File: src/rtl/pipe_hazard_if.sv
// Hazard-control bundle between the pipeline and the control sequencer.
//   master: hazard requests in (load_use_stall, ex_redirect, dmem_req, dmem_ready)
//   slave : per-stage hold/flush/bubble controls, sticky timeout and counters out
`timescale 1ns/1ps
interface pipe_hazard_if #(
  parameter int unsigned CNT_W = 32
);
  logic             load_use_stall;
  logic             ex_redirect;
  logic             dmem_req;
  logic             dmem_ready;
  logic             pc_hold;
  logic             ifid_hold;
  logic             ifid_flush;
  logic             idex_hold;
  logic             idex_bubble;
  logic             exmem_hold;
  logic             memwb_bubble;
  logic             dmem_timeout;
  logic [CNT_W-1:0] stall_cycles;
  logic [CNT_W-1:0] flush_count;

  modport master (
    output load_use_stall, ex_redirect, dmem_req, dmem_ready,
    input  pc_hold, ifid_hold, ifid_flush, idex_hold, idex_bubble,
    input  exmem_hold, memwb_bubble, dmem_timeout, stall_cycles, flush_count
  );

  modport slave (
    input  load_use_stall, ex_redirect, dmem_req, dmem_ready,
    output pc_hold, ifid_hold, ifid_flush, idex_hold, idex_bubble,
    output exmem_hold, memwb_bubble, dmem_timeout, stall_cycles, flush_count
  );
endinterface

File: src/rtl/pipe_hazard_ctrl.sv
// Pipeline-control sequencer for the 5-stage core: turns load-use, redirect
// and data-memory handshake requests into per-stage hold/flush/bubble controls.
//   clk, rst_n : core clock (rising edge), asynchronous active-low reset
//   hz (slave) : hazard requests in; stage controls, timeout flag, counters out
// Stage controls are combinational from state and inputs; state, the sticky
// timeout flag and the saturating counters are registered.
`timescale 1ns/1ps
module pipe_hazard_ctrl #(
  parameter int unsigned CNT_W   = 32,
  parameter int unsigned TIMEOUT = 64
) (
  input logic           clk,
  input logic           rst_n,
  pipe_hazard_if.slave  hz
);

  localparam int unsigned WAIT_W = $clog2(TIMEOUT) + 1;
  localparam logic [WAIT_W-1:0] WAIT_LAST = WAIT_W'(TIMEOUT - 1);

  typedef enum logic [1:0] {
    RUN      = 2'd0,
    MEM_WAIT = 2'd1,
    FLUSH    = 2'd2
  } state_t;

  state_t            state, state_nxt;
  logic              redirect_pend, redirect_pend_nxt;
  logic [WAIT_W-1:0] wait_cnt, wait_cnt_nxt;
  logic              dmem_timeout_q;
  logic [CNT_W-1:0]  stall_cycles_q, flush_count_q;

  logic freeze, flush, lu_stall, timeout_hit;

  // Next-state and stage-control decode
  always_comb begin
    state_nxt         = state;
    redirect_pend_nxt = redirect_pend;
    wait_cnt_nxt      = '0;
    freeze            = 1'b0;
    flush             = 1'b0;
    lu_stall          = 1'b0;
    timeout_hit       = 1'b0;
    unique case (state)
      RUN: begin
        if (hz.dmem_req && !hz.dmem_ready) begin
          // Redirect arriving with the freeze is replayed after the wait
          freeze            = 1'b1;
          state_nxt         = MEM_WAIT;
          redirect_pend_nxt = redirect_pend | hz.ex_redirect;
        end else if (hz.ex_redirect) begin
          // Consumer in ID is wrong-path, so any load-use stall is dropped
          flush = 1'b1;
        end else if (hz.load_use_stall) begin
          lu_stall = 1'b1;
        end
      end
      MEM_WAIT: begin
        if (hz.dmem_ready) begin
          state_nxt = redirect_pend ? FLUSH : RUN;
        end else begin
          freeze       = 1'b1;
          timeout_hit  = (wait_cnt == WAIT_LAST);
          // Hold at the limit so the counter cannot wrap on a hung access
          wait_cnt_nxt = timeout_hit ? wait_cnt : wait_cnt + WAIT_W'(1);
        end
      end
      FLUSH: begin
        flush             = 1'b1;
        redirect_pend_nxt = 1'b0;
        state_nxt         = RUN;
      end
      default: begin
        state_nxt         = RUN;
        redirect_pend_nxt = 1'b0;
      end
    endcase
    // Controls are quiet while reset is held, whatever the inputs do
    if (!rst_n) begin
      freeze   = 1'b0;
      flush    = 1'b0;
      lu_stall = 1'b0;
    end
  end

  assign hz.pc_hold      = freeze | lu_stall;
  assign hz.ifid_hold    = freeze | lu_stall;
  assign hz.ifid_flush   = flush;
  assign hz.idex_hold    = freeze;
  assign hz.idex_bubble  = flush | lu_stall;
  assign hz.exmem_hold   = freeze;
  assign hz.memwb_bubble = freeze;
  assign hz.dmem_timeout = dmem_timeout_q;
  assign hz.stall_cycles = stall_cycles_q;
  assign hz.flush_count  = flush_count_q;

  // State, wait counter and pending-redirect registers
  always_ff @(posedge clk or negedge rst_n) begin
    if (!rst_n) begin
      state         <= RUN;
      redirect_pend <= 1'b0;
      wait_cnt      <= '0;
    end else begin
      state         <= state_nxt;
      redirect_pend <= redirect_pend_nxt;
      wait_cnt      <= wait_cnt_nxt;
    end
  end

  // Sticky timeout flag and saturating performance counters
  always_ff @(posedge clk or negedge rst_n) begin
    if (!rst_n) begin
      dmem_timeout_q <= 1'b0;
      stall_cycles_q <= '0;
      flush_count_q  <= '0;
    end else begin
      if (timeout_hit) dmem_timeout_q <= 1'b1;
      if (hz.pc_hold && (stall_cycles_q != '1))
        stall_cycles_q <= stall_cycles_q + CNT_W'(1);
      if (flush && (flush_count_q != '1))
        flush_count_q <= flush_count_q + CNT_W'(1);
    end
  end

endmodule

File: src/flat_wrapper.sv
// flat-port wrapper written by rule: the top's interface ports become plain ports
module pipe_hazard_ctrl_flat 
#(
  parameter int unsigned CNT_W   = 32,
  parameter int unsigned TIMEOUT = 64
)
  (clk, rst_n, hz_load_use_stall, hz_ex_redirect, hz_dmem_req, hz_dmem_ready, hz_pc_hold, hz_ifid_hold, hz_ifid_flush, hz_idex_hold, hz_idex_bubble, hz_exmem_hold, hz_memwb_bubble, hz_dmem_timeout, hz_stall_cycles, hz_flush_count);
  pipe_hazard_if #(.CNT_W(CNT_W)) hz_i ();
  input logic clk;
  input logic rst_n;
  input wire logic [$bits(hz_i.load_use_stall)-1:0] hz_load_use_stall;
  input wire logic [$bits(hz_i.ex_redirect)-1:0] hz_ex_redirect;
  input wire logic [$bits(hz_i.dmem_req)-1:0] hz_dmem_req;
  input wire logic [$bits(hz_i.dmem_ready)-1:0] hz_dmem_ready;
  output wire logic [$bits(hz_i.pc_hold)-1:0] hz_pc_hold;
  output wire logic [$bits(hz_i.ifid_hold)-1:0] hz_ifid_hold;
  output wire logic [$bits(hz_i.ifid_flush)-1:0] hz_ifid_flush;
  output wire logic [$bits(hz_i.idex_hold)-1:0] hz_idex_hold;
  output wire logic [$bits(hz_i.idex_bubble)-1:0] hz_idex_bubble;
  output wire logic [$bits(hz_i.exmem_hold)-1:0] hz_exmem_hold;
  output wire logic [$bits(hz_i.memwb_bubble)-1:0] hz_memwb_bubble;
  output wire logic [$bits(hz_i.dmem_timeout)-1:0] hz_dmem_timeout;
  output wire logic [$bits(hz_i.stall_cycles)-1:0] hz_stall_cycles;
  output wire logic [$bits(hz_i.flush_count)-1:0] hz_flush_count;
  assign hz_i.load_use_stall = hz_load_use_stall;
  assign hz_i.ex_redirect = hz_ex_redirect;
  assign hz_i.dmem_req = hz_dmem_req;
  assign hz_i.dmem_ready = hz_dmem_ready;
  assign hz_pc_hold = hz_i.pc_hold;
  assign hz_ifid_hold = hz_i.ifid_hold;
  assign hz_ifid_flush = hz_i.ifid_flush;
  assign hz_idex_hold = hz_i.idex_hold;
  assign hz_idex_bubble = hz_i.idex_bubble;
  assign hz_exmem_hold = hz_i.exmem_hold;
  assign hz_memwb_bubble = hz_i.memwb_bubble;
  assign hz_dmem_timeout = hz_i.dmem_timeout;
  assign hz_stall_cycles = hz_i.stall_cycles;
  assign hz_flush_count = hz_i.flush_count;
  pipe_hazard_ctrl #(.CNT_W(CNT_W), .TIMEOUT(TIMEOUT)) u_core (.clk(clk), .rst_n(rst_n), .hz(hz_i));
endmodule
File: config.mk
export PLATFORM = sky130hd
export DESIGN_NAME = pipe_hazard_ctrl_flat
export DESIGN_NICKNAME = d
export VERILOG_FILES = /design/src/rtl/pipe_hazard_if.sv /design/src/rtl/pipe_hazard_ctrl.sv /design/src/flat_wrapper.sv
export SDC_FILE = /design/constraint.sdc
export NUM_CORES = 1
export LEC_CHECK = 0
export CORE_MARGIN = 2
export CORE_UTILIZATION = 51
export DETAILED_ROUTE_END_ITERATION = 8
export PLACE_DENSITY = 0.81
export RECOVER_POWER = 50
export SLEW_MARGIN = 20
export SYNTH_ARGS = -nofsm -noshare
export SYNTH_HDL_FRONTEND = slang
export SYNTH_SLANG_ARGS = --single-unit
File: constraint.sdc
create_clock -name clk -period 2.5 [get_ports clk]
set_clock_uncertainty 0.2 [all_clocks]
set_input_delay 0.5 -clock clk [delete_from_list [all_inputs] [get_ports clk]]
set_output_delay 0.5 -clock clk [all_outputs]
set_load 0.01 [all_outputs]
==> impl_metrics.json, run 1 <==
{
  "status": "finished, violations left",
  "violations": "capacitance limit, slew limit",
  "place_congestion": 0.8242,
  "crit_chain": "clkdlybuf4s50_1 -> buf_4 -> a211o_1 -> inv_1 -> dlygate4sd2_1",
  "drc_errors": 0,
  "dr_total_vias": 2833,
  "worstPathRequired_ns": 1.80,
  "synthSimpleGateAreaFrac_pct": 24.01,
  "slowest_stage": "clkdlybuf4s50_1",
  "synth_fp_nets": 336,
  "hold_path.class": "flop to flop",
  "dieArea_um2": 7695,
  "synth_compound_area_share_pct": 3.780,
  "worst-setup-path-type": "input pin to output port",
  "met1_usage_pct": 27.21,
  "fillers": 495,
  "syn_area_um2": 3575,
  "root_buffer": "clkbuf_8",
  "tritoncts": "done",
  "netlist_top_cells_area": "dfrtp_1 (53%), xnor2_1 (11%), nand4_1 (5.1%)",
  "std_cell_rows": 30,
  "dieHeight_um": 87.72,
  "syn_to_final_growth_pct": 33.71,
  "crit_path_end_kind": "output port",
  "synth_edf_count": 0,
  "layout-drive-gt1-share_pct": 11.52,
  "yosysWarnings": 0,
  "clk_path_buf_depth": 2,
  "setup_violations": 0,
  "antennaDiodeCount": 0,
  "dp_hpwl_um": 5253,
  "reg2reg_slack_ns": 0.18,
  "fmax_mhz": 414.8,
  "arrival_ns": 1.71,
  "syn_area_per_cell_um2": 10.93,
  "dr.pass1.iters": 4,
  "h-tree-depth": 3,
  "antenna_left": 0,
  "io_pins": 78,
  "crit_buf_inv": 4,
  "grt_max_degree": 75,
  "cts_sinks": 75,
  "worst_slew_pin_slew_ns": 1.575,
  "use_met2_pct": 30.72,
  "numCtsBuffers": 9,
  "powerDensity_nw_per_um2": 587.1,
  "peakVddDrop_v": 0.0005455,
  "globalRoute.busiestLayer": "met2",
  "grt_pass1_wl_um": 11920,
  "yosysSeqAreaShare_pct": 52.50,
  "ys_ff_latch": 75,
  "finalHoldViolCount": 0,
  "synth_ff_type": "dfrtp_1",
  "final_cells": 530,
  "rsz0062_at_grt": "false",
  "start_util_pct": 52.62,
  "coreArea_um2": 6794,
  "synth-async-reset-ratio_pct": 100.0,
  "synth_fa_ha_area_share_pct": 1.050,
  "synth.area.mux_share_pct": 1.540,
  "layout_min_cycle_time_ns": 2.411,
  "wirelength_um": 7322,
  "die_x_um": 87.72,
  "startpoint_type": "input pin",
  "critPathTopFamily": "buffers and inverters",
  "viasPerCell": 5.345,
  "globalRouteTotalUtil_pct": 19.76,
  "fin_hold_ws_ns": 0.2747,
  "wire_per_inst_um": 13.82,
  "synth_top_cell_by_area": "dfrtp_1",
  "power_leakage_uw": 0.002151,
  "antenna_found_initial": 0,
  "place_inst": 512,
  "drt_iter0_drc": 136,
  "synth_top_family_by_area": "simple AND/OR/NAND/NOR gates",
  "cp_max_fo": 3,
  "drv_cap": 1,
  "final_nets": 438,
  "numPortBuffers": 77,
  "clk_pin_slew_ns": 0.08,
  "maxSlewViolCount": 75,
  "relSlewSlack_pct": -5.009,
  "period_share_pct": 96.43,
  "grt_overflow_total": 0,
  "worstSkewPairLatency_ns": 0.34,
  "grt_pass1_vias": 2635,
  "synth_cells": 327,
  "synth_top_cell_area_share_pct": 52.50,
  "ys_types": 43,
  "critPathMaxStageDelay_ns": 0.42,
  "grt_use_met3_pct": 5.090,
  "synth_xor_area_share_pct": 15.19
}
Yosys cell counts (2+ instances only):
master   count
a31oi_1      3
buf_4        3
nand4_1     29
xnor2_1     46
mux2_2       3
ha_1         3
nand2_1     23
and2_1       7
buf_2        4
nor2_1      18
and4_1       8
nand3_1     27
o21a_1       2
nor2b_1      3
and3_1      12
nor4_1       2
o21ai_0      3
nor3_1       9
dfrtp_1     75
a21oi_1      2
inv_1        6
xor2_1      16
nor3b_1      3
path summary, 6_finish.rpt:
check	from	end	depth (start not counted)
max in group asynchronous	rst_n	u_core.hz.flush_count[12]	2
worst min-delay path	u_core.hz.dmem_timeout	u_core.hz.dmem_timeout	1
worst min register to register	u_core.hz.dmem_timeout	u_core.hz.dmem_timeout	1
worst max-delay path	hz_dmem_req	hz_ifid_flush	5
min in group asynchronous	rst_n	u_core.state[0]	2
worst max register to register	u_core.hz.flush_count[0]	u_core.hz.flush_count[23]	7
registers in the layout, indices dropped and copies added (netlist names):
name                    flops
u_core.hz.dmem_timeout      1
u_core.redirect_pend        1
u_core.hz.stall_cycles     32
u_core.hz.flush_count      32
u_core.state                2
u_core.wait_cnt             7
placed cells by master (no fill, tap or decap), types with 2 or more instances in the layout:
cell type	count
buf_4	20
clkbuf_8	10
dlygate4sd2_1	8
mux2_2	3
o21a_1	2
o21ai_0	2
and3_1	12
clkinv_4	2
dfrtp_1	75
clkdlybuf4s50_1	43
nand3_1	27
a31oi_1	3
xor2_1	16
nor3_1	9
nor3b_1	2
dlygate4sd3_1	26
clkinv_2	2
and4_1	8
a21oi_1	2
nor2b_1	3
nand4_1	29
xnor2_1	46
and2_1	7
nor2_1	18
nand2_1	23
ha_1	3
nor4_1	2
inv_1	6
nor3b_2	2
routing by layer:
metal | wire, um | part of all wire (%)
met2 | 3486 | 48
met4 | 57 | 0.78
met3 | 329 | 4.5
met1 | 3449 | 47
met5 | 0 | 0
report_power, final:
| part | switching [uW] | total [uW] | internal, uW |
|---|---|---|---|
| logic | 193 | 444 | 250 |
| clock network | 453 | 941 | 488 |
| registers | 116 | 1420 | 1310 |
worst register-to-register path, stage by stage, from the launching register on:
cell and delay, ns:
dfrtp_1 0.44, ha_1 0.24, and4_1 0.27, and4_1 0.23, a2111oi_4 0.36, buf_4 0.20, nand4_1 0.12, xnor2_1 0.14
final cells by class:
| class | instances | area, um2 | share of cell area, % |
|---|---|---|---|
| Multi-Input combinational cell | 238 | 1638 | 34.27 |
| Tap cell | 96 | 120.1 | 2.513 |
| Clock buffer | 10 | 137.6 | 2.880 |
| Inverter | 6 | 22.52 | 0.4712 |
| Sequential cell | 75 | 1877 | 39.27 |
| Timing Repair Buffer | 99 | 919.6 | 19.24 |
| Clock inverter | 6 | 65.06 | 1.361 |
cell families after synthesis:
family                   after synthesis
multiplexers                           5
buffers and inverters                 14
AO/OA/AOI/OAI                         17
XOR/XNOR                              62
AND/OR/NAND/NOR                      151
flip-flops                            75
adder cells (fa/ha/maj)                3
metrics by stage:
step | setup WS (ns) | instance area (um2) | power [uW] | util (%) | TNS (ns)
after global placement | -0.3236 | 4567 | 1894 | 67.22 | -4.006
after global routing | 0.03086 | 4780 | 2945 | 70.35 | 0
after detailed placement | -0.3473 | 4567 | 1906 | 67.22 | -5.104
after CTS | 0.08532 | 4788 | 2851 | 70.48 | 0
after floorplan | 0.1766 | 3575 | 1628 | - | 0
final | 0.08925 | 4780 | 2806 | 70.35 | 0
what timing repair did:
action	4_1_cts	5_1_grt
hold buffers	1	0
gates resized for setup	12	0
hold endpoints to repair	1	0
endpoints found under the setup margin	7	0
buffers inserted	1	0
Power figures use the tool's default switching activity.
==> run 2: changes to the inputs <==
--- a/config.mk
+++ b/config.mk
@@ -7,10 +7,10 @@
 export LEC_CHECK = 0
 export CORE_MARGIN = 2
 export CORE_UTILIZATION = 51
+export CTS_CLUSTER_DIAMETER = 50
 export DETAILED_ROUTE_END_ITERATION = 8
-export PLACE_DENSITY = 0.81
+export PLACE_DENSITY = 0.85
 export RECOVER_POWER = 50
-export SLEW_MARGIN = 20
 export SYNTH_ARGS = -nofsm -noshare
 export SYNTH_HDL_FRONTEND = slang
 export SYNTH_SLANG_ARGS = --single-unit
==> run 2 against run 1 <==
Against the previous run:
- the run still ends with capacitance limit, slew limit left
- largest cell class unchanged
- non-clock buffer count shrank 1
- worst setup slack lost 0.035 ns
- clock power grew 19%
- global-route usage grew 2.5 points
- routed wire length grew 10%
==> impl_metrics.json, run 2 (synthesis results as in run 1) <==
{
  "dp_slack_ns": -0.3690,
  "clk_path_buf_depth": 2,
  "hold_path.class": "flop to flop",
  "finalCoreUtilization_pct": 70.88,
  "reg2reg_depth": 7,
  "ff_latch_area_um2": 1877,
  "layout-drive-gt1-share_pct": 12.01,
  "coreArea_um2": 6794,
  "dr_total_vias": 2849,
  "numCtsBuffers": 9,
  "crit_chain": "clkdlybuf4s50_1 -> nor3b_2 -> o21ai_4 -> inv_1 -> dlygate4sd2_1",
  "grt_max_degree": 73,
  "h-tree-depth": 3,
  "cp_max_fo": 3,
  "fillers": 509,
  "dr.pass1.iters": 5,
  "critPathTopFamily": "buffers and inverters",
  "fin_ws_ns": 0.05465,
  "worstSkewPairLatency_ns": 0.34,
  "crit_path_end_kind": "output port",
  "tritoncts": "done",
  "finalHoldViolCount": 0,
  "numPortBuffers": 77,
  "cts_sinks": 75,
  "startpoint_type": "input pin",
  "viasPerCell": 5.386,
  "syn_to_final_growth_pct": 34.72,
  "place_area_um2": 4579,
  "design_area_um2": 4816,
  "worstPathRequired_ns": 1.80,
  "final_cell_mix": "dfrtp_1 (75), xnor2_1 (46), clkdlybuf4s50_1 (46)",
  "reg2reg_slack_ns": 0.21,
  "io_pins": 78,
  "crit_end": "hz_pc_hold",
  "powerDensity_nw_per_um2": 622.9,
  "dp_hpwl_um": 5680,
  "rsz0062_at_grt": "false",
  "critPathMaxStageDelay_ns": 0.51,
  "regToRegEndpoint": "u_core.hz.flush_count[23]",
  "crit_buf_inv": 3,
  "violations": "capacitance limit, slew limit",
  "peakVddDrop_v": 0.0004790,
  "antenna_found_initial": 0,
  "wire_per_inst_um": 15.22,
  "dieArea_um2": 7695,
  "layout_min_cycle_time_ns": 2.445,
  "globalRouteTotalUtil_pct": 22.30,
  "total_power_uw": 3000,
  "arrival_ns": 1.75,
  "grt_pass1_vias": 2799,
  "place_congestion": 0.8634,
  "drt_iter0_drc": 87,
  "fin_hold_ws_ns": 0.2976,
  "worst_slew_pin_slew_ns": 1.559,
  "power_leakage_uw": 0.002136,
  "worst-setup-path-type": "input pin to output port",
  "clk_pin_slew_ns": 0.08,
  "wirelength_um": 8054,
  "maxSlewViolCount": 73,
  "crit_start": "hz_load_use_stall",
  "status": "finished, violations left",
  "multi_input_area_um2": 1648,
  "drc_errors": 0,
  "fmax_mhz": 408.9,
  "r2r-start": "u_core.hz.flush_count[0]",
  "grt_overflow_total": 0,
  "grt_pass1_wl_um": 13490,
  "start_util_pct": 52.62,
  "final_common_cell": "dfrtp_1",
  "whs_path_depth": 1,
  "relSlewSlack_pct": -3.962,
  "cp.depth": 5,
  "slowest_stage": "clkdlybuf4s50_1",
  "drv_cap": 1,
  "dieHeight_um": 87.72,
  "antennaDiodeCount": 0,
  "std_cell_rows": 30,
  "period_share_pct": 97.81,
  "final_nets": 437,
  "root_buffer": "clkbuf_8",
  "die_x_um": 87.72,
  "setup_violations": 0,
  "antenna_left": 0
}
[run 2: power breakdown]
group / internal [uW] / total, uW / switching, uW / leakage, uW
Sequential: 1310 / 1420 / 114 / 0.00102
Combinational: 252 / 457 / 205 / 0.00101
Clock: 665 / 1120 / 458 / 0.000113
[run 2: final cells by class]
class | count | share of cell area, %
Sequential cell | 75 | 38.97
Multi-Input combinational cell | 238 | 34.22
Timing Repair Buffer | 98 | 18.84
Clock buffer | 10 | 2.650
Tap cell | 96 | 2.494
Clock inverter | 6 | 2.364
Inverter | 6 | 0.4677
[run 2: per-layer routing]
metal | share of wire, % | wire [um] | vias to the layer above | GRT usage [%]
li1 | - | - | 1361 | -
met1 | 45 | 3663 | 1392 | 30.33
met2 | 48 | 3900 | 85 | 36.50
met3 | 4.9 | 398 | 11 | 4.995
met4 | 1.1 | 91 | 0 | 5.734
met5 | 0 | 0 | - | 0
[run 2: how the worst min path moves through the flow]
stage / start / to
floorplan: rst_n / u_core.hz.dmem_timeout
global placement: rst_n / u_core.redirect_pend
detailed placement: rst_n / u_core.state[0]
CTS: rst_n / u_core.hz.stall_cycles[3]
global route: u_core.hz.flush_count[13] / u_core.hz.flush_count[13]
finish: u_core.hz.stall_cycles[11] / u_core.hz.stall_cycles[11]
[run 2: timing repair]
action | in CTS | in global routing
hold endpoints to repair | 3 | 0
hold buffers | 1 | 0
buffers inserted | 0 | 0
resized for setup | 12 | 8
setup endpoints to repair | 7 | 6
[run 2: stage by stage]
stage / std cells / TNS [ns]
floorplan: 327 / 0
global placement: 512 / -3.825
detailed placement: 512 / -5.915
CTS: 529 / 0
global route: 529 / 0
finish: 529 / 0
[run 2: worst register-to-register path, delay by kind of cell, from the launching register on]
kind	cells	cell delay [ns]
compound gates	1	0.37
simple gates	3	0.56
fa+ha+maj	1	0.25
xor+xnor	1	0.15
buf+inv	1	0.21
flops	1	0.44
